**src/rtl/ddr_axi_pkg.sv**
```systemverilog
// ---------------------------------------------------------------------------
// Module   : ddr_axi_pkg
// Brief    : Shared types and AXI encodings for the FIFO-to-AXI write path.
// Revision : 1.0 - initial release
// ---------------------------------------------------------------------------
`default_nettype none

package ddr_axi_pkg;

    typedef enum logic [1:0] {
        ST_IDLE = 2'd0,
        ST_AW   = 2'd1,
        ST_W    = 2'd2,
        ST_B    = 2'd3
    } wb_state_t;

    localparam logic [1:0] AXI_BURST_INCR = 2'b01;
    localparam logic [1:0] AXI_RESP_OKAY  = 2'b00;

    // AXI size field: log2 of bytes per beat for a power-of-two data width.
    function automatic logic [2:0] axi_size_log2(input int unsigned data_width);
        logic [2:0] w_size;
        w_size = 3'd0;
        for (int i = 0; i < 8; i++) begin
            if ((32'd8 << i) == data_width) w_size = i[2:0];
        end
        return w_size;
    endfunction

endpackage

`default_nettype wire

```
**src/rtl/axi_w_out_reg.sv**
```systemverilog
// ---------------------------------------------------------------------------
// Module   : axi_w_out_reg
// Brief    : One-entry valid/ready output register holding wdata and wlast.
// Revision : 1.0 - initial release
// ---------------------------------------------------------------------------
`default_nettype none

module axi_w_out_reg #(
    parameter int DATA_WIDTH = 32
) (
    input  logic                  clk,
    input  logic                  rst,
    input  logic                  i_load,
    input  logic [DATA_WIDTH-1:0] i_load_data,
    input  logic                  i_load_last,
    input  logic                  i_ready,
    output logic [DATA_WIDTH-1:0] o_data,
    output logic                  o_last,
    output logic                  o_valid
);

    logic [DATA_WIDTH-1:0] r_data;
    logic                  r_last;
    logic                  r_valid;

    always_ff @(posedge clk) begin
        if (rst) begin
            r_data  <= '0;
            r_last  <= 1'b0;
            r_valid <= 1'b0;
        end else if (i_load) begin
            r_data  <= i_load_data;
            r_last  <= i_load_last;
            r_valid <= 1'b1;
        end else if (r_valid && i_ready) begin
            r_valid <= 1'b0;
        end
    end

    assign o_data  = r_data;
    assign o_last  = r_last;
    assign o_valid = r_valid;

endmodule

`default_nettype wire

```
**src/rtl/fifo_axi_wburst.sv**
```systemverilog
// ---------------------------------------------------------------------------
// Module   : fifo_axi_wburst
// Brief    : Drains a show-ahead FIFO into fixed-length AXI INCR write bursts.
// Revision : 1.0 - initial release
// ---------------------------------------------------------------------------
`default_nettype none

module fifo_axi_wburst
    import ddr_axi_pkg::*;
#(
    parameter int                    DATA_WIDTH   = 32,
    parameter int                    ADDR_WIDTH   = 32,
    parameter int                    BURST_LEN    = 16,
    parameter logic [ADDR_WIDTH-1:0] BASE_ADDR    = '0,
    parameter int                    WINDOW_BYTES = 4096
) (
    input  logic                    clk,
    input  logic                    rst,
    input  logic                    en,
    output logic                    fifo_rd_en,
    input  logic [DATA_WIDTH-1:0]   fifo_rd_data,
    input  logic                    fifo_empty,
    output logic [ADDR_WIDTH-1:0]   awaddr,
    output logic [7:0]              awlen,
    output logic [2:0]              awsize,
    output logic [1:0]              awburst,
    output logic                    awvalid,
    input  logic                    awready,
    output logic [DATA_WIDTH-1:0]   wdata,
    output logic [DATA_WIDTH/8-1:0] wstrb,
    output logic                    wlast,
    output logic                    wvalid,
    input  logic                    wready,
    input  logic [1:0]              bresp,
    input  logic                    bvalid,
    output logic                    bready,
    output logic                    busy,
    output logic [31:0]             burst_cnt,
    output logic                    err
);

    localparam logic [ADDR_WIDTH:0] c_burst_bytes = (ADDR_WIDTH+1)'(BURST_LEN * (DATA_WIDTH / 8));
    localparam logic [ADDR_WIDTH:0] c_window_end  = {1'b0, BASE_ADDR} + (ADDR_WIDTH+1)'(WINDOW_BYTES);
    localparam logic [8:0]          c_burst_len   = 9'(BURST_LEN);
    localparam logic [8:0]          c_last_beat   = 9'(BURST_LEN - 1);

    wb_state_t             r_state;
    wb_state_t             w_state_next;
    logic [8:0]            r_beat_cnt;
    logic [ADDR_WIDTH-1:0] r_awaddr;
    logic [ADDR_WIDTH:0]   w_addr_sum;
    logic [31:0]           r_burst_cnt;
    logic                  r_err;
    logic                  w_load;
    logic                  w_w_done;
    logic                  w_b_done;

    // Pop only when the output register can take the word this cycle.
    assign w_load   = !rst && (r_state == ST_W) && !fifo_empty &&
                      (r_beat_cnt < c_burst_len) && (!wvalid || wready);
    assign w_w_done = (r_state == ST_W) && wvalid && wready && wlast;
    assign w_b_done = (r_state == ST_B) && bvalid;
    assign w_addr_sum = {1'b0, r_awaddr} + c_burst_bytes;

    always_comb begin
        w_state_next = r_state;
        awvalid      = 1'b0;
        bready       = 1'b0;
        busy         = 1'b1;
        case (r_state)
            ST_IDLE: begin
                busy = 1'b0;
                if (en && !fifo_empty) w_state_next = ST_AW;
            end
            ST_AW: begin
                awvalid = 1'b1;
                if (awready) w_state_next = ST_W;
            end
            ST_W: begin
                if (w_w_done) w_state_next = ST_B;
            end
            ST_B: begin
                bready = 1'b1;
                if (bvalid) w_state_next = ST_IDLE;
            end
            default: w_state_next = ST_IDLE;
        endcase
    end

    always_ff @(posedge clk) begin
        if (rst) begin
            r_state     <= ST_IDLE;
            r_beat_cnt  <= '0;
            r_awaddr    <= BASE_ADDR;
            r_burst_cnt <= '0;
            r_err       <= 1'b0;
        end else begin
            r_state <= w_state_next;
            if (r_state == ST_AW) r_beat_cnt <= '0;
            else if (w_load)      r_beat_cnt <= r_beat_cnt + 9'd1;
            if (w_b_done) begin
                r_burst_cnt <= r_burst_cnt + 32'd1;
                r_awaddr    <= (w_addr_sum >= c_window_end) ? BASE_ADDR : w_addr_sum[ADDR_WIDTH-1:0];
                if (bresp != AXI_RESP_OKAY) r_err <= 1'b1;
            end
        end
    end

    axi_w_out_reg #(
        .DATA_WIDTH (DATA_WIDTH)
    ) u_w_out (
        .clk         (clk),
        .rst         (rst),
        .i_load      (w_load),
        .i_load_data (fifo_rd_data),
        .i_load_last (r_beat_cnt == c_last_beat),
        .i_ready     (wready),
        .o_data      (wdata),
        .o_last      (wlast),
        .o_valid     (wvalid)
    );

    assign fifo_rd_en = w_load;
    assign awaddr     = r_awaddr;
    assign awlen      = 8'(BURST_LEN - 1);
    assign awsize     = axi_size_log2(DATA_WIDTH);
    assign awburst    = AXI_BURST_INCR;
    assign wstrb      = '1;
    assign burst_cnt  = r_burst_cnt;
    assign err        = r_err;

endmodule

`default_nettype wire
```
**config.mk**
```make
export PLATFORM = sky130hd
export DESIGN_NAME = fifo_axi_wburst
export DESIGN_NICKNAME = d
export VERILOG_FILES = /design/src/rtl/ddr_axi_pkg.sv /design/src/rtl/axi_w_out_reg.sv /design/src/rtl/fifo_axi_wburst.sv
export SDC_FILE = /design/constraint.sdc
export NUM_CORES = 1
export LEC_CHECK = 0
export ABC_AREA = 1
export ABC_CLOCK_PERIOD_IN_PS = 2400
export BUFFER_PORTS_ARGS = -buffer_cell sky130_fd_sc_hd__buf_2
export CORE_MARGIN = 4
export CORE_UTILIZATION = 24
export DETAILED_ROUTE_END_ITERATION = 7
export PLACE_DENSITY_LB_ADDON = 0.1
export SETUP_SLACK_MARGIN = 0.15
export SYNTH_ARGS = -nofsm -noshare
export SYNTH_HDL_FRONTEND = slang
export SYNTH_HIERARCHICAL = 1
export SYNTH_SLANG_ARGS = --single-unit
```
**constraint.sdc**
```tcl
create_clock -name clk -period 2.4 [get_ports clk]
set_input_delay 0.24 -clock clk [delete_from_list [all_inputs] [get_ports clk]]
set_output_delay 0.24 -clock clk [all_outputs]
set_load 0.05 [all_outputs]
```
-- Word level (Yosys, flattened, before mapping)
Cells that the tools add are included.
- eq/ne operators: 8
- add/subtract/negate cells: 3
- magnitude comparators: 2
- multiplexer cells: 11
- reductions and logical operators: 20
- operators with widths (kind ; count):
    $add 32x7->33 const B ; 1
    $ge 33x13->1 const B ; 1
    $add 32x1->32 const B ; 1
    $mux 32 ; 1
    $logic_and 1x1->1 ; 10
    $add 9x1->9 const B ; 1
    $eq 9x4->1 const B ; 1
    $lt 9x5->1 const B ; 1
    $mux 2 ; 4
    $ne 2x2->1 const B ; 4
    $pmux 2 s4 ; 1
    $mux 1 ; 5
    $eq 2x2->1 const B ; 2
    $reduce_and 4->1 ; 1
    $reduce_bool 2->1 ; 2
    $logic_not 1->1 ; 3
    $eq 2x1->1 const B ; 1
    $logic_not 2->1 ; 1
    $reduce_and 2->1 ; 1
    $reduce_or 2->1 ; 1
    $logic_or 1x1->1 ; 1
- logic and storage cells: 52
- output and inout port bits: 120
- bits in registers: 110

-- Longest topological paths before layout
Gate-level depths: netlist of the first run.
- word-level depth: 6
- mapped depth: 13

-- Hierarchy
The synthesis of the first run kept the hierarchy.
- by module, submodules not included (module ; sequential area each (um^2) ; cells each ; times used ; area an instance (um^2)):
    fifo_axi_wburst ; 1401.3 ; 594 ; 1 ; 3986.3
    axi_w_out_reg ; 680.7 ; 147 ; 1 ; 1181.1

-- Least setup slack after synthesis of the first run
No wires, ideal clock.
- kind: reg-to-reg
- start point: register r_state[0]
- end point: register u_w_out.r_data[10] (netlist: u_w_out/o_data[10])
- setup slack: 0.057 ns
- arrival: 2.227 ns
- required time: 2.283 ns
- setup time: 0.117 ns
- stages on the path, launching flop included: 9
- buffers on the path: 1
- cell sequence: dfxtp_1 -> inv_1 -> ha_1 -> nand3_1 -> nor3_2 -> inv_2 -> buf_4 -> nor2_1 -> nor2_1
- word-level cells in the longest chain between the ends: 5
- ends and longest elaborated chain (what ; RTL line ; RTL):
    start, declared ; fifo_axi_wburst.sv:47 ; wb_state_t r_state;
    start signal, assigned ; fifo_axi_wburst.sv:98 ; r_state <= w_state_next;
    $eq 2x2->1 ; fifo_axi_wburst.sv:59 ; assign w_load = !rst && (r_state == ST_W) && !fifo_empty &&
    $logic_and 1x1->1 (3 in series) ; fifo_axi_wburst.sv:59 ;
    $logic_and 1x1->1 ; fifo_axi_wburst.sv:60 ; (r_beat_cnt < c_burst_len) && (!wvalid || wready);
    named net fifo_rd_en ; fifo_axi_wburst.sv:20 ; output logic fifo_rd_en,
    end signal, assigned ; axi_w_out_reg.sv:32 ; r_data <= i_load_data;
    end, declared ; axi_w_out_reg.sv:22 ; logic [DATA_WIDTH-1:0] r_data;
The timed path passes the listed nets, and every way through them passes these cells.
A chain may end at the register's enable or synchronous reset.

-- Final worst setup path of the first run
- start point: register r_state[0]
- end point: output port fifo_rd_en
- word-level cells in the longest chain between the ends: 5
- ends and longest elaborated chain (what ; RTL line):
    $eq 2x2->1 ; fifo_axi_wburst.sv:59
    $logic_and 1x1->1 (3 in series) ; fifo_axi_wburst.sv:59
    $logic_and 1x1->1 ; fifo_axi_wburst.sv:60
    end, declared ; fifo_axi_wburst.sv:20
No other way between the ends.

==> key figures, run 1 <==
Clocking
  – Number of H-tree levels: 3
  – Hold buffers post-CTS: 0
  – Clock slew at reported path FFs: 0.09 ns
  – Clk sink count: 104
  – Root buffer cell: clkbuf_16
  – Clk_lat worst skew: 0.36 ns
  – Post-CTS setup buffer count: 0
  – Clock Path Buffers: 2
  – TritonCTS Buffers: 9
  – TritonCTS clock tree: yes

STA
  – Slew headroom: between 50% and 60%
  – Final Hold Fails: 0
  – Clk_skew: approximately 0.013 ns
  – RSZ-0062 raised after global routing: yes
  – Worst-margin pin slew: 0.618 ns
  – Worst hold slack: approximately 0.099 ns
  – Slew Viols, Final: 0
  – Ratio of final minimum period to clock period: 89.0%
  – Crit path time final: 2.13 ns
  – Final setup fails: 0
  – Setup_tns: 0 ns
  – Fin worst setup slack: 0.265 ns
  – Fmax: 468 MHz

Floorplan
  – Number of top-level pins: about 160
  – Core area: 21,100 um2
  – Starting Density: 24.5%
  – Die area: about 24,000 um2
  – Die Height: about 150 um
  – Site Rows: 53
  – Die width: 155 um

GRT
  – First-pass GRT wire length: around 25,000 um
  – Vias in the first global route: 4,704
  – Initial antenna violation count: 0
  – Largest net degree at the start of global routing: 48
  – Global Route Usage Sum: 12.7%
  – Total overflow reported by the global router: 0

Critical path
  – Critical path arrival: between 1.5 and 2 ns
  – CP Max Fanout: 32
  – Critical R2R Launch: r_state[1]$_SDFFE_PP0P_
  – Reg2Reg Depth: 12
  – Req. time, crit path: approximately 2.2 ns
  – Reg2reg end: burst_cnt[26]$_SDFFE_PP0P_
  – Critical path class: flip-flop to output port
  – Startpoint types: flip-flop
  – CP Capture Type: output port
  – Reg2Reg Setup Slack: 0.42 ns

Synthesis
  – Distinct cell type count after synthesis: 41
  – Mean Syn Cell Area: 6.97 um2
  – Post-synthesis sequential area ratio: 40.3%
  – Top cell type by total area after synthesis: dfxtp_1
  – Post-synth top area share: 40.3%
  – Synthesized flop and latch total: 104
  – Top post-synthesis cells by area: dfxtp_1 (40%), nor2_1 (9.7%), nand2_1 (8.6%)
  – Async SR Flop Fraction: 0%
  – Synth Warn #: 6
  – Post-Syn Area: around 5200 um2
  – Top cells by count, synth: nor2_1 (134), nand2_1 (119), dfxtp_1 (104)
  – Post-synth EDFFs: 0
  – Cells after synthesis: 741
  – Count leader, synth: nor2_1
  – Main synth FF type: dfxtp_1

Routing
  – ANT nets after route: 0
  – Detailed Routing Iterations Pass 1: 4
  – Per-cell routed wire length: 13.2 um
  – Detailed-route DRC error count: 0
  – DRT Wirelength: 15,200 um
  – Vias/cell: around 4.2
  – Vias: 4,901
  – Drt first-iter violations: 128

Power
  – Leakage: 2.93 nW
  – Power per cell area: 653 nW/um2
  – Switching power: 0.00144 W
  – Cell-internal power: 0.00272 W
  – Sequential share of power: 44.6%
  – Clk pwr share: a little over a third
  – Peak supply drop: 0.000318 V
  – Sw Ratio: a little over a third
  – Logic pwr share: 19.1%

Outcome
  – Status: finished clean

Layout
  – Layout cell share with drive strength beyond 1: 22.5%
  – Final nets: 926
  – Post-route cell area: around 6400 um2
  – Antenna cells: 0
  – Area Overhead vs Synth: 23.4%
  – Post-Layout Cell Count: 1,156

Place
  – Placed inst area: ~6100 um2
  – Port buffer count: 137
  – Routability cong.: 0.813
  – Dpl ws: roughly 0.36 ns
  – Post-DP HPWL: approximately 11,000 um
  – Placed insts: 1,140

Worst hold path
  – Hold endpoint: u_w_out/o_data[28]$_SDFFE_PP0P_
  – WHS Path Cells: 3
  – Hold Startpoint: fifo_rd_data[28]
  – Hold Path Class: primary input to flip-flop

Flow run
  – Max-cap violation count: 0
-- cell families after synthesis --
family	synth area share [%]
xor+xnor	1.36
buf+inv	12.3
compound gates	10.0
other cells	0.145
simple gates	33.7
flops	40.3
fa+ha+maj	2.18
-- state kept, by name, summed over array words and instances (netlist names) --
name	count
burst_cnt	32
u_w_out/o_data	32
awaddr	26
r_beat_cnt	9
r_state	2
err	1
u_w_out/o_last	1
u_w_out/o_valid	1
-- routing by layer --
metal	vias to the layer above	track usage (%)	wire length, um
met5	-	0	0
met4	0	3.62	227
met3	13	4.14	1100
met2	138	19.7	6640
met1	2168	17.0	7280
li1	2582	-	-
-- worst max-delay path by stage --
stage | from | end | cells after the start
after floorplan | awaddr[7]$_SDFFE_PP0P_ | awaddr[10]$_SDFFE_PP0P_ | 13
after global placement | r_state[0]$_SDFFE_PP0P_ | burst_cnt[30]$_SDFFE_PP0P_ | 8
after detailed placement | r_state[1]$_SDFFE_PP0P_ | burst_cnt[26]$_SDFFE_PP0P_ | 12
after CTS | r_state[0]$_SDFFE_PP0P_ | fifo_rd_en | 6
after global routing | r_state[0]$_SDFFE_PP0P_ | fifo_rd_en | 6
final | r_state[0]$_SDFFE_PP0P_ | fifo_rd_en | 6
-- power by group through the flow --
stage / Sequential (W) / Combinational [W] / Clock, W
final: 0.00186 / 0.000795 / 0.00151
after CTS: 0.00186 / 0.000804 / 0.00161
after global routing: 0.00187 / 0.000870 / 0.00166
after floorplan: 0.00212 / 0.000412 / 0
after global placement: 0.00189 / 0.000807 / 0
after detailed placement: 0.00189 / 0.000803 / 0
-- repair_timing --
item	CTS	global route
gates cloned	0	0
resized for setup	1	7
endpoints found under the setup margin	1	8
-- per-stage QoR --
stage	power (W)	utilization [%]
6_report	0.00416	30.2
3_3_place_gp	0.00270	28.8
3_5_place_dp	0.00270	28.8
2_1_floorplan	0.00253	-
4_1_cts	0.00427	30.2
5_1_grt	0.00440	30.2
-- critical path, cell delays in order (launching register included) --
cell	delay, ns
dfxtp_1	0.33
inv_1	0.12
ha_1	0.22
nand3_1	0.14
nor3_4	0.23
buf_8	0.23
clkbuf_4	0.27
-- placed cells by master, fill, tap and decap left out, types with 3 or more instances in the layout --
cell	synthesis	final
nand4_1	12	12
nand2_1	119	118
ha_1	9	9
inv_1	88	88
buf_2	1	136
nor3_1	41	41
conb_1	2	23
clkbuf_16	0	9
dfxtp_1	104	100
nor2_2	6	6
xor2_1	7	7
a21oi_1	34	34
nand2_2	5	6
nor2_1	134	134
nand3b_1	3	3
nand3_1	41	41
nor2_4	7	7
buf_4	24	7
inv_2	5	5
nor3b_1	3	3
o21ai_0	53	53
o21a_1	4	4
dfxtp_2	0	4
-- cell type report --
cell class,instances,area [um2]
fill,2401,14700
multi-input combinational,521,2540
tap,275,344
timing repair buffer,145,756
clock inverter,7,72.6
clock buffer,9,225
sequential,104,2090
inverter,95,357
(Power assumes the default switching activity.)
==> inputs of run 2 (changes only) <==
CORE_ASPECT_RATIO = 1.1   (was default)
==> key figures, run 2 (synthesis gave the netlist of run 1 again) <==
Outcome
  – Status: finished clean

Layout
  – Layout cell share with drive strength beyond 1: 22.7%
  – Commonest non-fill, non-tap cell in the layout: buf_2
  – Area Overhead vs Synth: 24.1%
  – Filler cells: 2,376
  – Share of the core filled with cells: 30.2%
  – Most frequent cells in the layout: buf_2 (137), nor2_1 (133), nand2_1 (119)
  – Antenna cells: 0
  – Final nets: 928

Clocking
  – TritonCTS clock tree: yes
  – Root buffer cell: clkbuf_16
  – Number of H-tree levels: 3
  – Clock slew at reported path FFs: 0.09 ns
  – TritonCTS Buffers: 9
  – Clk_lat worst skew: 0.36 ns
  – Clock Path Buffers: 2
  – Clk sink count: 104

Routing
  – ANT nets after route: 0
  – DRT Wirelength: 15,500 um
  – Detailed Routing Iterations Pass 1: 6
  – Vias/cell: 4.20
  – Drt first-iter violations: 207
  – Vias: 4,926
  – Per-cell routed wire length: ~13 um
  – Detailed-route DRC error count: 0

GRT
  – Total overflow reported by the global router: 0
  – First-pass GRT wire length: 25,100 um
  – Vias in the first global route: around 4,800
  – Largest net degree at the start of global routing: 47
  – Global Route Usage Sum: 13.0%
  – Initial antenna violation count: 0

Critical path
  – Critical path arrival: 2.24 ns
  – Reg2Reg Setup Slack: 0.39 ns
  – Most used cell, CP: nor2_1
  – Critical R2R Launch: r_state[0]$_SDFFE_PP0P_
  – Reg2Reg Depth: 9
  – Max incr delay on CP: 0.37 ns
  – Crit-path cells: ha_1 -> nand2_1 -> buf_4 -> clkinv_1 -> nand4_1 -> nand3b_1 -> nor2_1 -> xnor2_1 -> nor2_1
  – CP Max Fanout: 17
  – Req. time, crit path: between 2 and 3 ns
  – CP Capture Type: flip-flop
  – Startpoint types: flip-flop
  – Slowest-stage cell, CP: dfxtp_1
  – Reg2reg end: burst_cnt[31]$_SDFFE_PP0P_
  – Critical path class: flip-flop to flip-flop

Floorplan
  – Core area: 21,200 um2
  – Number of top-level pins: about 160
  – Die width: around 150 um
  – Starting Density: roughly a quarter
  – Site Rows: 56
  – Die Height: 162 um
  – Die area: 23,900 um2

Power
  – Sequential share of power: 44.1%
  – Power per cell area: approximately 660 nW/um2
  – Peak supply drop: 0.000315 V
  – Leakage: 2.95 nW
  – Switching power: 0.00148 W
  – Cell-internal power: 0.00273 W
  – Clk pwr share: a little under two fifths
  – Sw Ratio: 35.1%
  – Logic pwr share: a little under a fifth

Place
  – Post-DP HPWL: around 12,000 um
  – Port buffer count: 137
  – Routability cong.: 0.830

Flow run
  – Max-cap violation count: 0

STA
  – RSZ-0062 raised after global routing: no
  – Ratio of final minimum period to clock period: 83.6%
  – Clk_skew: 0.0106 ns
  – Slew Viols, Final: 0
  – Crit path time final: 2.01 ns
  – Slew headroom: 59.9%
  – Final Hold Fails: 0
  – Worst-margin pin slew: between 0.6 and 0.7 ns
  – Fmax: 498 MHz
  – Final setup fails: 0
  – Setup_tns: 0 ns

Worst hold path
  – WHS Path Cells: 3
  – Hold Startpoint: fifo_rd_data[13]
  – Hold Path Class: primary input to flip-flop
  – Hold endpoint: u_w_out/o_data[13]$_SDFFE_PP0P_
run 2: changes by cell type in the layout (fill, tap and decap cells not counted), sizes merged:
cell      previous run  this run
clkbuf              10         9
buf                144       147
inv                 97        98
clkinvlp             1         0
run 2: timing repair:
item	CTS	global route
hold buffers	0	0
endpoints found under the setup margin	0	9
resized for setup	0	5
setup buffers	0	2
run 2: metrics by stage:
step | std cells | hold slack (ns) | instance area (um2) | setup WS (ns) | total power (W)
after floorplan | 762 | 0.309 | 5250 | 0.226 | 0.00253
after global placement | 1155 | 0.420 | 6080 | 0.373 | 0.00271
after detailed placement | 1155 | 0.423 | 6080 | 0.368 | 0.00271
after CTS | 1171 | 0.0760 | 6390 | 0.161 | 0.00429
after global routing | 1173 | 0.0810 | 6410 | 0.151 | 0.00441
final | 1173 | 0.0942 | 6410 | 0.394 | 0.00421
run 2: cell type report:
type	instances	area, um2	share of cell area (%)
Clock inverter	7	81.3	1.27
Tap cell	290	363	5.66
Multi-Input combinational cell	521	2540	39.6
Sequential cell	104	2090	32.5
Clock buffer	9	225	3.51
Inverter	95	357	5.56
Timing Repair Buffer	147	761	11.9
run 2: worst max-delay path, delay by kind of cell (launching register included):
kind          cells  cell delay (ns)
buf+inv           2             0.33
xor+xnor          1             0.13
flops             1             0.37
simple gates      5             0.84
fa+ha+maj         1             0.20
run 2: worst max-delay path by stage:
stage	to	startpoint	slack, ns	cells past startpoint
after floorplan	awaddr[10]$_SDFFE_PP0P_	awaddr[7]$_SDFFE_PP0P_	0.23	13
after global placement	u_w_out/o_data[25]$_SDFFE_PP0P_	r_state[0]$_SDFFE_PP0P_	0.37	7
after detailed placement	awaddr[6]$_SDFFE_PP0P_	awaddr[7]$_SDFFE_PP0P_	0.37	13
after CTS	fifo_rd_en	r_state[0]$_SDFFE_PP0P_	0.16	5
after global routing	awaddr[7]$_SDFFE_PP0P_	awaddr[6]$_SDFFE_PP0P_	0.15	13
final	burst_cnt[31]$_SDFFE_PP0P_	r_state[0]$_SDFFE_PP0P_	0.39	9
run 2: power by group through the flow:
stage               clock [W]  combinational, W  sequential (W)
global placement            0          0.000819         0.00189
finish                0.00155          0.000807         0.00185
global route          0.00167          0.000873         0.00187
CTS                   0.00162          0.000815         0.00185
detailed placement          0          0.000815         0.00189
floorplan                   0          0.000412         0.00212
run 2: routing by layer:
metal / wire length, um / part of all wire (%) / track usage (%)
met1: 7260 / 47 / 16.8
met2: 6880 / 44 / 20.6
met3: 1070 / 6.9 / 4.30
met5: 0 / 0 / 0
met4: 279 / 1.8 / 4.37
